File: config.mk
export PLATFORM = sky130hd
export DESIGN_NAME = instr_fetch_unit_flat
export DESIGN_NICKNAME = d
export VERILOG_FILES = /design/src/rtl/fetch_pkg.sv /design/src/rtl/instr_fetch_unit_if.sv /design/src/rtl/fetch_queue.sv /design/src/rtl/instr_fetch_unit.sv /design/src/flat_wrapper.sv
export SDC_FILE = /design/constraint.sdc
export NUM_CORES = 1
export LEC_CHECK = 0
export ABC_AREA = 1
export CAP_MARGIN = 25
export CORE_MARGIN = 4
export CORE_UTILIZATION = 60
export CTS_CLUSTER_SIZE = 24
export DETAILED_ROUTE_END_ITERATION = 10
export DONT_BUFFER_PORTS = 1
export PLACE_DENSITY = 0.76
export SETUP_SLACK_MARGIN = 0.5
export SYNTH_ARGS = -nofsm -noshare
export SYNTH_HDL_FRONTEND = slang
export SYNTH_SLANG_ARGS = --single-unit
export TNS_END_PERCENT = 1
File: constraint.sdc
create_clock -name clk -period 2.05 [get_ports clk]
set_input_delay 0.205 -clock clk [delete_from_list [all_inputs] [get_ports clk]]
set_output_delay 0.205 -clock clk [all_outputs]
set_load 0.05 [all_outputs]
File: src/rtl/fetch_pkg.sv
// Shared types and constants for the instruction fetch unit.
package fetch_pkg;
  localparam int unsigned XLEN       = 32;
  localparam int unsigned WORD_BYTES = 4;
  localparam logic [1:0]  ALIGN_MASK = 2'b11;

  typedef enum logic [1:0] {RUN, IDLE, FAULT} state_e;

  typedef struct packed {
    logic [XLEN-1:0] pc;
    logic [XLEN-1:0] instr;
  } fq_entry_t;
endpackage

File: src/rtl/instr_fetch_unit_if.sv
// Decode-side valid/ready handshake carrying {pc, instruction}.
interface instr_fetch_unit_if;
  logic        ir_valid;
  logic        ir_ready;
  logic [31:0] ir_out;
  logic [31:0] ir_pc;

  modport master (output ir_valid, output ir_out, output ir_pc, input ir_ready);
  modport slave  (input ir_valid, input ir_out, input ir_pc, output ir_ready);
endinterface

File: src/rtl/fetch_queue.sv
// Two-entry shift FIFO: slot0 is always the head, so head outputs come straight from flops.
module fetch_queue
  import fetch_pkg::*;
(
  input  logic       clk,
  input  logic       rst_n,
  input  logic       flush,
  input  logic       push,
  input  logic       pop,
  input  fq_entry_t  wr_entry,
  output fq_entry_t  head,
  output logic       head_valid,
  output logic [1:0] count_c
);
  fq_entry_t slot0_q, slot0_d, slot1_q, slot1_d;
  logic      v0_q, v0_d, v1_q, v1_d;

  // Flush beats push; push+pop when full shifts and refills the tail.
  always_comb begin
    slot0_d = slot0_q;
    slot1_d = slot1_q;
    v0_d    = v0_q;
    v1_d    = v1_q;
    if (flush) begin
      v0_d = 1'b0;
      v1_d = 1'b0;
    end else if (push && pop) begin
      if (v1_q) begin
        slot0_d = slot1_q;
        slot1_d = wr_entry;
      end else begin
        slot0_d = wr_entry;
      end
    end else if (push) begin
      if (!v0_q) begin
        slot0_d = wr_entry;
        v0_d    = 1'b1;
      end else begin
        slot1_d = wr_entry;
        v1_d    = 1'b1;
      end
    end else if (pop) begin
      // Head data is left untouched when the queue empties.
      if (v1_q) slot0_d = slot1_q;
      v0_d = v1_q;
      v1_d = 1'b0;
    end
  end

  always_ff @(posedge clk or negedge rst_n) begin
    if (!rst_n) begin
      slot0_q <= '0;
      slot1_q <= '0;
      v0_q    <= 1'b0;
      v1_q    <= 1'b0;
    end else begin
      slot0_q <= slot0_d;
      slot1_q <= slot1_d;
      v0_q    <= v0_d;
      v1_q    <= v1_d;
    end
  end

  assign head       = slot0_q;
  assign head_valid = v0_q;
  assign count_c    = 2'(v0_q) + 2'(v1_q);
endmodule

File: src/rtl/instr_fetch_unit.sv
// Fetch sequencer: PC register, RUN/IDLE/FAULT FSM, redirect handling and fetch queue.
module instr_fetch_unit
  import fetch_pkg::*;
#(
  parameter logic [31:0] RESET_PC = 32'h0000_0000,
  parameter int unsigned QDEPTH   = 2
) (
  input  logic                      clk,
  input  logic                      rst_n,
  input  logic                      fetch_en,
  output logic [31:0]               pc_address,
  input  logic [31:0]               imem_ir,
  input  logic                      redirect_valid,
  input  logic [31:0]               redirect_target,
  instr_fetch_unit_if.master        ir_if,
  output logic                      fault
);
  state_e      state_q, state_d;
  logic [31:0] fetch_pc_q, fetch_pc_d;
  logic        fault_q, fault_d;

  logic        redir, misalign, pop, push;
  logic [1:0]  count;
  logic        head_valid;
  fq_entry_t   head, wr_entry;

  assign redir    = redirect_valid && (state_q != FAULT);
  assign misalign = |(redirect_target[1:0] & ALIGN_MASK);
  assign pop      = head_valid && ir_if.ir_ready;
  // Any redirect request (even a misaligned one) suppresses the push.
  assign push     = (state_q == RUN) && fetch_en && !redirect_valid &&
                    ((32'(count) < QDEPTH) || pop);
  assign wr_entry = '{pc: fetch_pc_q, instr: imem_ir};

  always_comb begin
    state_d    = state_q;
    fetch_pc_d = fetch_pc_q;
    fault_d    = fault_q;
    unique case (state_q)
      RUN:     if (!fetch_en) state_d = IDLE;
      IDLE:    if (fetch_en)  state_d = RUN;
      FAULT:   state_d = FAULT;
      default: state_d = FAULT;
    endcase
    if (redir && misalign) begin
      state_d = FAULT;
      fault_d = 1'b1;
    end else if (redir) begin
      fetch_pc_d = redirect_target;
    end else if (push) begin
      fetch_pc_d = fetch_pc_q + 32'(WORD_BYTES);
    end
  end

  always_ff @(posedge clk or negedge rst_n) begin
    if (!rst_n) begin
      state_q    <= RUN;
      fetch_pc_q <= RESET_PC;
      fault_q    <= 1'b0;
    end else begin
      state_q    <= state_d;
      fetch_pc_q <= fetch_pc_d;
      fault_q    <= fault_d;
    end
  end

  fetch_queue u_queue (
    .clk        (clk),
    .rst_n      (rst_n),
    .flush      (redir),
    .push       (push),
    .pop        (pop),
    .wr_entry   (wr_entry),
    .head       (head),
    .head_valid (head_valid),
    .count_c    (count)
  );

  assign pc_address     = fetch_pc_q;
  assign fault          = fault_q;
  assign ir_if.ir_valid = head_valid;
  assign ir_if.ir_out   = head.instr;
  assign ir_if.ir_pc    = head.pc;
endmodule

File: src/flat_wrapper.sv
// flat-port wrapper written by rule: the top's interface ports become plain ports
module instr_fetch_unit_flat import fetch_pkg::*;
#(
  parameter logic [31:0] RESET_PC = 32'h0000_0000,
  parameter int unsigned QDEPTH   = 2
)
  (clk, rst_n, fetch_en, pc_address, imem_ir, redirect_valid, redirect_target, fault, ir_if_ir_valid, ir_if_ir_out, ir_if_ir_pc, ir_if_ir_ready);
  instr_fetch_unit_if ir_if_i ();
  input  logic clk;
  input  logic rst_n;
  input  logic fetch_en;
  output logic [31:0] pc_address;
  input  logic [31:0] imem_ir;
  input  logic redirect_valid;
  input  logic [31:0] redirect_target;
  output logic fault;
  output wire logic [$bits(ir_if_i.ir_valid)-1:0] ir_if_ir_valid;
  output wire logic [$bits(ir_if_i.ir_out)-1:0] ir_if_ir_out;
  output wire logic [$bits(ir_if_i.ir_pc)-1:0] ir_if_ir_pc;
  input wire logic [$bits(ir_if_i.ir_ready)-1:0] ir_if_ir_ready;
  assign ir_if_ir_valid = ir_if_i.ir_valid;
  assign ir_if_ir_out = ir_if_i.ir_out;
  assign ir_if_ir_pc = ir_if_i.ir_pc;
  assign ir_if_i.ir_ready = ir_if_ir_ready;
  instr_fetch_unit #(.RESET_PC(RESET_PC), .QDEPTH(QDEPTH)) u_core (.clk(clk), .rst_n(rst_n), .fetch_en(fetch_en), .pc_address(pc_address), .imem_ir(imem_ir), .redirect_valid(redirect_valid), .redirect_target(redirect_target), .ir_if(ir_if_i), .fault(fault));
endmodule
==> flow_summary.json <==
{
  "outcome": "finished with violations",
  "failed_checks": "hold timing",
  "hold-worst-slack_ps": -529,
  "synthesis.nets": 1454,
  "grt_max_degree": 166,
  "rsz0062_at_grt": "yes",
  "critPathLaunchType": "flop",
  "arrival_ps": 1960,
  "synthToLayoutAreaGrowth_pct": 20.3,
  "gr-total-overflow": 0,
  "grt_pass1_wl_mm": 43.0,
  "max-slew-margin-rel_pct": 62.8,
  "wl_per_cell_um": 15.9,
  "cp_slowest_cell": "dfrtp_1",
  "hold_violations": 165,
  "route.detailed.drc": 0,
  "synthCells": 1384,
  "finalCritPeriodShare_pct": 81.4,
  "max_freq_mhz": 599,
  "mostFrequentLayoutCells": "nand2_1 (534), nor2_1 (204), dfrtp_1 (153)",
  "start_util_pct": 61.3,
  "coreArea_um2": 15300,
  "synth_ff_type": "dfrtp_1",
  "h-tree-depth": 4,
  "dr.pass1.iters": 5,
  "grt_pass1_vias": 8616,
  "rows": 45,
  "finalMaxSlewViolations": 0,
  "cts_num_sinks": 165,
  "yosysSeqAreaShare_pct": 44.1,
  "maxCapViolations": 0,
  "place_hpwl_mm": 15.6,
  "antennaDiodeCount": 0,
  "crit_fanout": 56,
  "port_buffers": 0,
  "yosysWarnings": 0,
  "vias": 9204,
  "clockBufferDepth": 2,
  "fillCellCount": 1218,
  "worstSkewPairLatency_ps": 430,
  "die_height_um": 133,
  "numCtsBuffers": 17,
  "fin_skew_ps": 5.65,
  "drtIter0Drc": 967,
  "dpl.cell_count": 1563,
  "final_common_cell": "nand2_1",
  "nNetsFinal": 1501,
  "cts_root_buf": "clkbuf_16",
  "max_stage_delay_ps": 380,
  "min_path_type": "in -> async",
  "syn-cell-area_um2": 9350,
  "worstSetupPathType": "reg -> reg",
  "die_area_um2": 17700,
  "clk_pin_slew_ps": 60,
  "path_cells": "nor2_1, nand3_2, buf_4, a21oi_4, o21ai_4, buf_12, nand2_1, o21ai_0",
  "power_leakage_nw": 5.49,
  "fin_setup_tns_ps": 0,
  "worst_slew_pin_slew_ps": 559,
  "syn_avg_cell_area_um2": 6.76,
  "synth_seq_cells": 165,
  "setup-violations-final": 0,
  "grt_antenna_before_repair": 0,
  "end_kind": "flop",
  "cts_tree": "built",
  "ys_types": 26,
  "power_density_nw_per_um2": 570,
  "totalWireLength_mm": 26.3,
  "vdd_ir_drop_max_mv": 0.605,
  "drive_above_1_share_pct": 10.5,
  "postCtsHoldBufs": 37,
  "synth_edf_count": 0,
  "detail-route-antenna-nets": 0,
  "worstPathRequired_ps": 2340,
  "async_flop_share_pct": 100,
  "track_usage_pct": 29.8,
  "finalNonFillerCells": 1654,
  "ios": 167,
  "die_w_um": 133,
  "gp_congestion": 0.917,
  "period_needed_ps": 1670,
  "viasPerCell": 5.56
}
-- flip-flops by register name, indices dropped and copies added, names as in the netlist --
name,count
u_core.fault,1
u_core.pc_address,32
u_core.state_q,2
u_core.u_queue.head,64
u_core.u_queue.head_valid,1
u_core.u_queue.slot1_q,64
u_core.u_queue.v1_q,1
-- per-layer routing --
metal	up-vias	GRT usage [%]	share of wire [%]	wire, um
met5	-	0	0	0
met4	0	9.06	1.9	495
met3	41	6.62	8.1	2120
met2	402	48.2	47	12400
met1	4279	40.4	43	11200
li1	4482	-	-	-
-- kinds of logic after synthesis --
| group | count (synthesis) | synth area share, % |
|---|---|---|
| and+or+nand+nor | 816 | 33.7 |
| AOI/OAI and AO/OA | 233 | 14.3 |
| buffers and inverters | 169 | 7.73 |
| DFF | 165 | 44.1 |
| adders and majority gates | 1 | 0.134 |
-- Yosys cell counts, types with 2 or more instances --
master,number,area share (%)
a21oi_1,6,0.32
a31oi_1,3,0.20
buf_2,54,2.9
buf_4,3,0.24
clkbuf_1,20,0.80
clkbuf_2,2,0.11
dfrtp_1,165,44
inv_1,83,3.3
inv_2,5,0.20
nand2_1,542,22
nand2_2,3,0.20
nand3_1,47,2.5
nor2_1,218,8.7
nor2_2,3,0.20
o211ai_1,64,5.1
o21ai_0,125,6.7
o21ai_1,32,1.7
-- layout make-up --
class / count / area (um^2) / share of cell area (%)
Timing Repair inverter: 1 / 6.26 / 0.0556
Sequential cell: 165 / 4150 / 36.9
Tap cell: 211 / 264 / 2.35
Clock buffer: 26 / 499 / 4.44
Multi-Input combinational cell: 1050 / 4680 / 41.6
Timing Repair Buffer: 108 / 1250 / 11.1
Clock inverter: 5 / 50.0 / 0.445
Inverter: 88 / 345 / 3.07
-- where the power goes --
part | internal, mW | leakage (nW) | switching [mW] | total [mW]
combinational | 0.0606 | 3.00 | 0.0483 | 0.109
sequential | 3.26 | 2.22 | 0 | 3.26
clock | 1.79 | 0.274 | 1.26 | 3.04
total | 5.10 | 5.49 | 1.30 | 6.41
-- final timing paths --
kind / startpoint / end / slack, ps / cells after the start
setup / recovery: u_core.state_q[0] / u_core.u_queue.slot1_q[12] / 380 / 8
hold / removal: rst_n / u_core.u_queue.head[23] / -530 / 0
setup reg to reg: u_core.state_q[0] / u_core.u_queue.slot1_q[12] / 380 / 8
hold reg to reg: u_core.u_queue.slot1_q[39] / u_core.u_queue.slot1_q[39] / 500 / 2
max in group asynchronous: rst_n / u_core.pc_address[6] / 2370 / 0
min in group clk: redirect_target[2] / u_core.pc_address[2] / 10 / 4
-- stage by stage --
step	utilization (%)	total power, mW	worst slack, ps	area, um^2	hold slack (ps)
3_3_place_gp	64.4	3.36	326	9820	-86.4
5_1_grt	73.7	6.59	308	11200	-542
4_1_cts	73.5	6.43	444	11200	-534
3_5_place_dp	64.4	3.36	291	9820	-86.4
6_report	73.7	6.41	381	11200	-529
2_1_floorplan	-	3.36	427	9400	-90.6
-- worst max-delay path: cells and delay by family, from the launching register on --
| kind | cells | cell delay [ps] |
|---|---|---|
| flip-flops | 1 | 380 |
| buffers and inverters | 2 | 390 |
| AO/OA/AOI/OAI | 3 | 400 |
| AND/OR/NAND/NOR | 3 | 360 |
-- repair_timing --
action | CTS | global route
pin swaps | 30 | 1
hold endpoints to repair | 202 | 165
gates cloned | 7 | 0
setup buffers | 14 | 2
setup endpoints to repair | 105 | 160
gates resized for setup | 48 | 10
(Power assumes the default switching activity.)
